<file path="src/rtl/mem_port_arbiter.sv">
`default_nettype none
// ============================================================================
// Module      : mem_port_arbiter
// Description : Shares one single-ported memory between an instruction-fetch
//               requester (IF) and a data requester (DM). Data wins ties,
//               except that once MAX_D_STREAK consecutive data grants have
//               been issued while a fetch waits, the fetch is served next.
//               One access is in flight at a time: IDLE -> GRANT_x -> RESP.
//
// Ports       : clk, reset            clock / synchronous active-high reset
//               if_req, if_addr       fetch request (level) and address
//               if_rdata, if_valid    fetched word and completion pulse
//               dm_req, dm_we,        data request (level), write flag,
//               dm_addr, dm_wdata,    address, write data,
//               dm_be                 byte enables
//               dm_rdata, dm_valid    load data and completion pulse
//               mem_req, mem_we,      memory command, held stable for the
//               mem_addr, mem_wdata,  whole grant
//               mem_be
//               mem_ready, mem_rdata  memory handshake and read data
//               stall_if, stall_mem   pipeline hold requests
//
// Revision    : 1.0 - initial release
// ============================================================================
module mem_port_arbiter #(
    parameter int ADDR_W       = 32,
    parameter int DATA_W       = 32,
    parameter int MAX_D_STREAK = 4
) (
    input  logic                clk,
    input  logic                reset,
    input  logic                if_req,
    input  logic [ADDR_W-1:0]   if_addr,
    output logic [DATA_W-1:0]   if_rdata,
    output logic                if_valid,
    input  logic                dm_req,
    input  logic                dm_we,
    input  logic [ADDR_W-1:0]   dm_addr,
    input  logic [DATA_W-1:0]   dm_wdata,
    input  logic [DATA_W/8-1:0] dm_be,
    output logic [DATA_W-1:0]   dm_rdata,
    output logic                dm_valid,
    output logic                mem_req,
    output logic                mem_we,
    output logic [ADDR_W-1:0]   mem_addr,
    output logic [DATA_W-1:0]   mem_wdata,
    output logic [DATA_W/8-1:0] mem_be,
    input  logic                mem_ready,
    input  logic [DATA_W-1:0]   mem_rdata,
    output logic                stall_if,
    output logic                stall_mem
);

    localparam int c_BE_W     = DATA_W / 8;
    localparam int c_STREAK_W = $clog2(MAX_D_STREAK + 1);

    typedef enum logic [1:0] {
        IDLE    = 2'd0,
        GRANT_I = 2'd1,
        GRANT_D = 2'd2,
        RESP    = 2'd3
    } state_t;

    state_t                  r_state;
    state_t                  w_state_nxt;
    logic [c_STREAK_W-1:0]   r_streak;
    logic                    w_streak_ok;
    logic                    w_pick_d;
    logic                    w_pick_i;

    logic                    r_mem_we;
    logic [ADDR_W-1:0]       r_mem_addr;
    logic [DATA_W-1:0]       r_mem_wdata;
    logic [c_BE_W-1:0]       r_mem_be;
    logic                    r_if_valid;
    logic                    r_dm_valid;
    logic [DATA_W-1:0]       r_if_rdata;
    logic [DATA_W-1:0]       r_dm_rdata;

    // Data may keep winning only while the streak is below its limit.
    assign w_streak_ok = (r_streak < c_STREAK_W'(MAX_D_STREAK));

    // ------------------------------------------------------------------
    // Next-state / arbitration decision
    // ------------------------------------------------------------------
    always_comb begin
        w_state_nxt = r_state;
        w_pick_d    = 1'b0;
        w_pick_i    = 1'b0;
        case (r_state)
            IDLE: begin
                if (dm_req && (!if_req || w_streak_ok)) begin
                    w_pick_d    = 1'b1;
                    w_state_nxt = GRANT_D;
                end else if (if_req) begin
                    w_pick_i    = 1'b1;
                    w_state_nxt = GRANT_I;
                end
            end
            GRANT_I, GRANT_D: begin
                if (mem_ready) begin
                    w_state_nxt = RESP;
                end
            end
            RESP:    w_state_nxt = IDLE;
            default: w_state_nxt = IDLE;
        endcase
    end

    always_ff @(posedge clk) begin
        if (reset) begin
            r_state <= IDLE;
        end else begin
            r_state <= w_state_nxt;
        end
    end

    // ------------------------------------------------------------------
    // Command latch, response capture and streak tracking
    // ------------------------------------------------------------------
    always_ff @(posedge clk) begin
        if (reset) begin
            r_streak    <= '0;
            r_mem_we    <= 1'b0;
            r_mem_addr  <= '0;
            r_mem_wdata <= '0;
            r_mem_be    <= '0;
            r_if_valid  <= 1'b0;
            r_dm_valid  <= 1'b0;
            r_if_rdata  <= '0;
            r_dm_rdata  <= '0;
        end else begin
            // Valid pulses are high exactly for the RESP cycle.
            r_if_valid <= (r_state == GRANT_I) && mem_ready;
            r_dm_valid <= (r_state == GRANT_D) && mem_ready;

            // The command is captured only at the decision, so requester
            // inputs moving during the grant cannot disturb it.
            if (w_pick_d) begin
                r_mem_we    <= dm_we;
                r_mem_addr  <= dm_addr;
                r_mem_wdata <= dm_wdata;
                r_mem_be    <= dm_be;
                if (!if_req) begin
                    r_streak <= '0;
                end else if (w_streak_ok) begin
                    r_streak <= r_streak + c_STREAK_W'(1);
                end
            end else if (w_pick_i) begin
                r_mem_we    <= 1'b0;
                r_mem_addr  <= if_addr;
                r_mem_wdata <= '0;
                r_mem_be    <= '1;
                r_streak    <= '0;
            end

            if ((r_state == GRANT_I) && mem_ready) begin
                r_if_rdata <= mem_rdata;
            end
            // Stores complete without touching the load-data register.
            if ((r_state == GRANT_D) && mem_ready && !r_mem_we) begin
                r_dm_rdata <= mem_rdata;
            end
        end
    end

    assign mem_req   = (r_state == GRANT_I) || (r_state == GRANT_D);
    assign mem_we    = r_mem_we;
    assign mem_addr  = r_mem_addr;
    assign mem_wdata = r_mem_wdata;
    assign mem_be    = r_mem_be;
    assign if_valid  = r_if_valid;
    assign dm_valid  = r_dm_valid;
    assign if_rdata  = r_if_rdata;
    assign dm_rdata  = r_dm_rdata;

    assign stall_if  = if_req & ~r_if_valid;
    assign stall_mem = dm_req & ~r_dm_valid;

endmodule
`default_nettype wire

</file>
<file path="config.mk">
export PLATFORM = sky130hd
export DESIGN_NAME = mem_port_arbiter
export DESIGN_NICKNAME = d
export VERILOG_FILES = /design/src/rtl/mem_port_arbiter.sv
export SDC_FILE = /design/constraint.sdc
export NUM_CORES = 1
export LEC_CHECK = 0
export ABC_AREA = 1
export CAP_MARGIN = 25
export CELL_PAD_IN_SITES_DETAIL_PLACEMENT = 1
export CELL_PAD_IN_SITES_GLOBAL_PLACEMENT = 1
export CORE_ASPECT_RATIO = 2
export CORE_MARGIN = 2
export CORE_UTILIZATION = 30
export DETAILED_ROUTE_END_ITERATION = 12
export GPL_ROUTABILITY_DRIVEN = 1
export PLACE_DENSITY_LB_ADDON = 0.1
export SYNTH_ARGS = -nofsm -noshare
export SYNTH_HDL_FRONTEND = slang
export SYNTH_SLANG_ARGS = --single-unit
</file>
<file path="constraint.sdc">
create_clock -name clk -period 3.1 [get_ports clk]
set_input_delay 0.775 -clock clk [delete_from_list [all_inputs] [get_ports clk]]
set_output_delay 0.775 -clock clk [all_outputs]
set_load 0.02 [all_outputs]
</file>
# == Word-level counts from Yosys, hierarchy flattened ==
# Index checks and enable logic that the tools add are counted.
# classes
n_addsub,1
order_cmp,1
n_eq_ne,6
n_mux,21
bitwise,4
n_reduce_logical,13
# op_table
operator,count
$mux 32,4
$mux 3,4
$mux 4,2
$mux 1,7
$mux 2,3
$ne 3x3->1 const B,2
$pmux 2 s3,1
$eq 2x2->1 const B,2
$logic_and 1x1->1,4
$reduce_and 2->1,2
$add 3x1->3 const B,1
$lt 3x3->1 const B,1
$and 1x1->1,2
$eq 2x1->1 const B,1
$logic_not 1->1,2
$logic_not 2->1,1
$logic_or 1x1->1,2
$ne 2x2->1 const B,1
$not 1->1,2
$reduce_bool 2->1,1
$reduce_or 2->1,1
# word_totals
reg_bits,140
input_bits,138
output_inout_bits,138
word_cells,56

# == Logic depth before layout (Yosys ltp) ==
# logic_depth
depth_word,7
ltp_mapped,8
depth_no_buf,8

# == Least setup slack after synthesis ==
# Ideal clock, no wire load.
# synth_timing
kind,in2out
start,in dm_req
end,out stall_mem
arrival_time_ps,1620
path_slack_ps,705
path_stages,4
cell_sequence,buf_2 > clkbuf_1 > inv_1 > nor2_1
# synth_between
elab_chain_len,1
# synth_rtl
element,line,text
start: declaration,36,"input logic dm_req,"
$and 1x1->1,178,assign stall_mem = dm_req & ~r_dm_valid;
end: declaration,51,output logic stall_mem
# Every way passes these cells.

# == Worst setup path in the final report ==
# Ends and elaborated chain as after synthesis.

==> out/qor.csv <==
stage,metric,value,unit
final_layout,layoutNonFillerInstCount,1225,
clock_tree,cts_hold_buf,0,
floorplan,start_util,30.7,%
hold_path,min_path_type,reg -> reg,
grt,grt_pass1_vias,5900,
setup_path,worstSetupPathType,in -> out,
final_layout,final_common_cell,clkdlybuf4s50_1,
clock_tree,cts_setup_buffers,0,
clock_tree,cts-htree-levels,4,
grt,grt_pass1_wl,30800,um
grt,grt_max_degree,53,
grt,antenna_found_initial,1,
sta,period_share,90.5,%
detailed_routing,via_per_inst,4.68,
clock_tree,cts_tree,yes,
logic_synthesis,syn_nets,882,
sta,rsz0062_at_grt,no,
floorplan,io_pins,276,
final_layout,syn2layout_area_growth,64.8,%
sta,max_freq,0.356,GHz
setup_path,r2r_cells,7,
detailed_routing,drtPass1Iterations,7,
clock_tree,clock_latency,0.42,ns
floorplan,core-area,0.0183,sq mm
clock_tree,cts.repair.resized,0,
setup_path,crit_fanout,2,
logic_synthesis,syn_inst,740,
sta,tightest_slew,0.916,ns
setup_path,cp-startpoint,dm_req,
setup_path,cp-start-kind,input pin,
setup_path,worst_ep_arrival_time,2.03,ns
hold_path,hold_start,mem_wdata[10],
logic_synthesis,synth_seq_area_share,49.8,%
detailed_routing,wl,19700,um
setup_path,r2r-end,mem_wdata[17],
detailed_routing,drcViolationCount,0,
placed_design,gp_congestion,0.770,
logic_synthesis,synth_area,0.00562,sq mm
setup_path,r2r-start,r_state[0],
status,status,"complete, no violations",
sta,period_minus_slack,2.81,ns
floorplan,dieArea,0.0199,sq mm
final_layout,fin_nets,1139,
power_and_ir_drop,irDropWorstVdd,0.000339,V
floorplan,placementRows,70,
final_layout,layout-drive-gt1-share,7.34,%
clock_tree,cts_buffers,17,
sta,drv_slew,0,
placed_design,hpwl,14100,um
clock_tree,clockBufferDepth,2,
floorplan,die_y,198,um
sta,max_slew_margin,38.7,%
placed_design,place_inst,1194,
placed_design,portBuffers,275,
clock_tree,cts_sinks,140,
power_and_ir_drop,p_per_area,784,mW/mm^2
sta,setup_viol,0,
final_layout,final_cell_mix,"275 x clkdlybuf4s50_1, 146 x nand2_1, 142 x nor2_1",
hold_path,hold_depth,2,
sta,fin_setup_tns,0,ns
detailed_routing,ant_nets,0,
setup_path,critPathRequiredTime,2.32,ns
sta,finalHoldViolations,0,
sta,whs,0.465,ns
power_and_ir_drop,power,7.26,mW
sta,finalClockSkew,0.00643,ns
logic_synthesis,synth_warnings,0,
clock_tree,cts_root_buf,clkbuf_16,
clock_tree,clkTransAtPathRegs,0.06,ns
floorplan,die_x,101,um
logic_synthesis,synth_area_per_cell,7.60,sq um
hold_path,hold_path_end,mem_wdata[10],
detailed_routing,wire_per_inst,16.0,um
setup_path,rrSetupSlack,1.37,ns
setup_path,end_kind,primary output,
detailed_routing,via_count,5734,
final_layout,nFillCells,2181,
grt,overflow,0,
flow_run,drv_cap,0,
detailed_routing,first_iter_violations,150,
power_and_ir_drop,leakage,3.79,nW
grt,grtUsageTotal,20.0,%
logic_synthesis,synthDistinctLibCells,22,
logic_synthesis,ys_seq_elements,140,
## area by class of cell
| type | count | area, sq um | share of cell area (%) |
|---|---|---|---|
| Timing Repair Buffer | 290 | 2950 | 31.8 |
| Sequential cell | 140 | 2800 | 30.2 |
| Multi-Input combinational cell | 504 | 2390 | 25.7 |
| Clock buffer | 19 | 453 | 4.89 |
| Tap cell | 216 | 270 | 2.92 |
| Clock inverter | 11 | 240 | 2.59 |
| Inverter | 44 | 165 | 1.78 |
| Antenna cell | 1 | 2.50 | 0.0270 |
## power by group
part	internal, mW	switching (mW)	leakage [nW]
registers	2.16	0.176	1.15
clock network	1.63	0.779	0.335
logic	1.10	1.42	2.31
total	4.88	2.38	3.79
## cells by family (layout without fill, tap and decap cells)
group	after synthesis	after routing	share of synthesized area [%]
other	0	1	0
buffers and inverters	96	364	7.77
flip-flops	140	140	49.8
AO/OA/AOI/OAI	174	174	17.1
AND/OR/NAND/NOR	326	326	24.4
adder cells (fa/ha/maj)	4	4	0.890
## state kept, by name, indices dropped and copies added, names as in the netlist
name,cells
dm_rdata,32
dm_valid,1
if_rdata,32
if_valid,1
mem_addr,32
mem_be,4
mem_wdata,32
mem_we,1
r_state,2
r_streak,3
## critical path, stage by stage
cell	delay, ns
clkdlybuf4s50_1	0.49
inv_1	0.05
nor2_1	0.08
clkdlybuf4s50_1	0.64
## synth_stat cells
library cell / number / area (sq um)
dfxtp_1: 140 / 2800
o21ai_1: 16 / 80.1
nor2_4: 2 / 22.5
a21oi_2: 20 / 175
a21oi_1: 50 / 250
nand3_1: 1 / 5.00
inv_2: 2 / 7.51
buf_1: 1 / 3.75
nor2_1: 143 / 537
nand2_4: 1 / 11.3
buf_2: 13 / 65.1
o21ai_0: 86 / 430
buf_6: 5 / 56.3
o21a_1: 1 / 7.51
ha_1: 4 / 50.1
nand3_2: 1 / 10.0
clkbuf_1: 27 / 101
nand3b_1: 32 / 240
inv_1: 42 / 158
buf_4: 6 / 45.0
o21ai_4: 1 / 16.3
nand2_1: 146 / 548
## metal layers
layer | up-vias | global-route usage [%] | routed length (um)
met5 | - | 0 | 0
met4 | 0 | 9.79 | 621
met3 | 35 | 5.45 | 1180
met2 | 182 | 36.0 | 10500
met1 | 2643 | 20.9 | 7330
li1 | 2874 | - | -
## metrics by stage
stage | area [sq um] | util (%) | setup WS [ns]
floorplan | 5620 | - | 0.705
global route | 9270 | 50.6 | 0.219
CTS | 9270 | 50.6 | 0.268
detailed placement | 8570 | 46.8 | 0.268
finish | 9270 | 50.6 | 0.293
global placement | 8540 | 46.7 | 0.273
## worst max path at each step
stage	cells past startpoint	to	slack [ns]
after floorplan	4	stall_mem	0.71
after global placement	4	stall_mem	0.27
after detailed placement	4	stall_mem	0.27
after CTS	4	stall_mem	0.27
after global routing	4	stall_if	0.22
final	4	stall_mem	0.29
(Power assumes the default switching activity.)
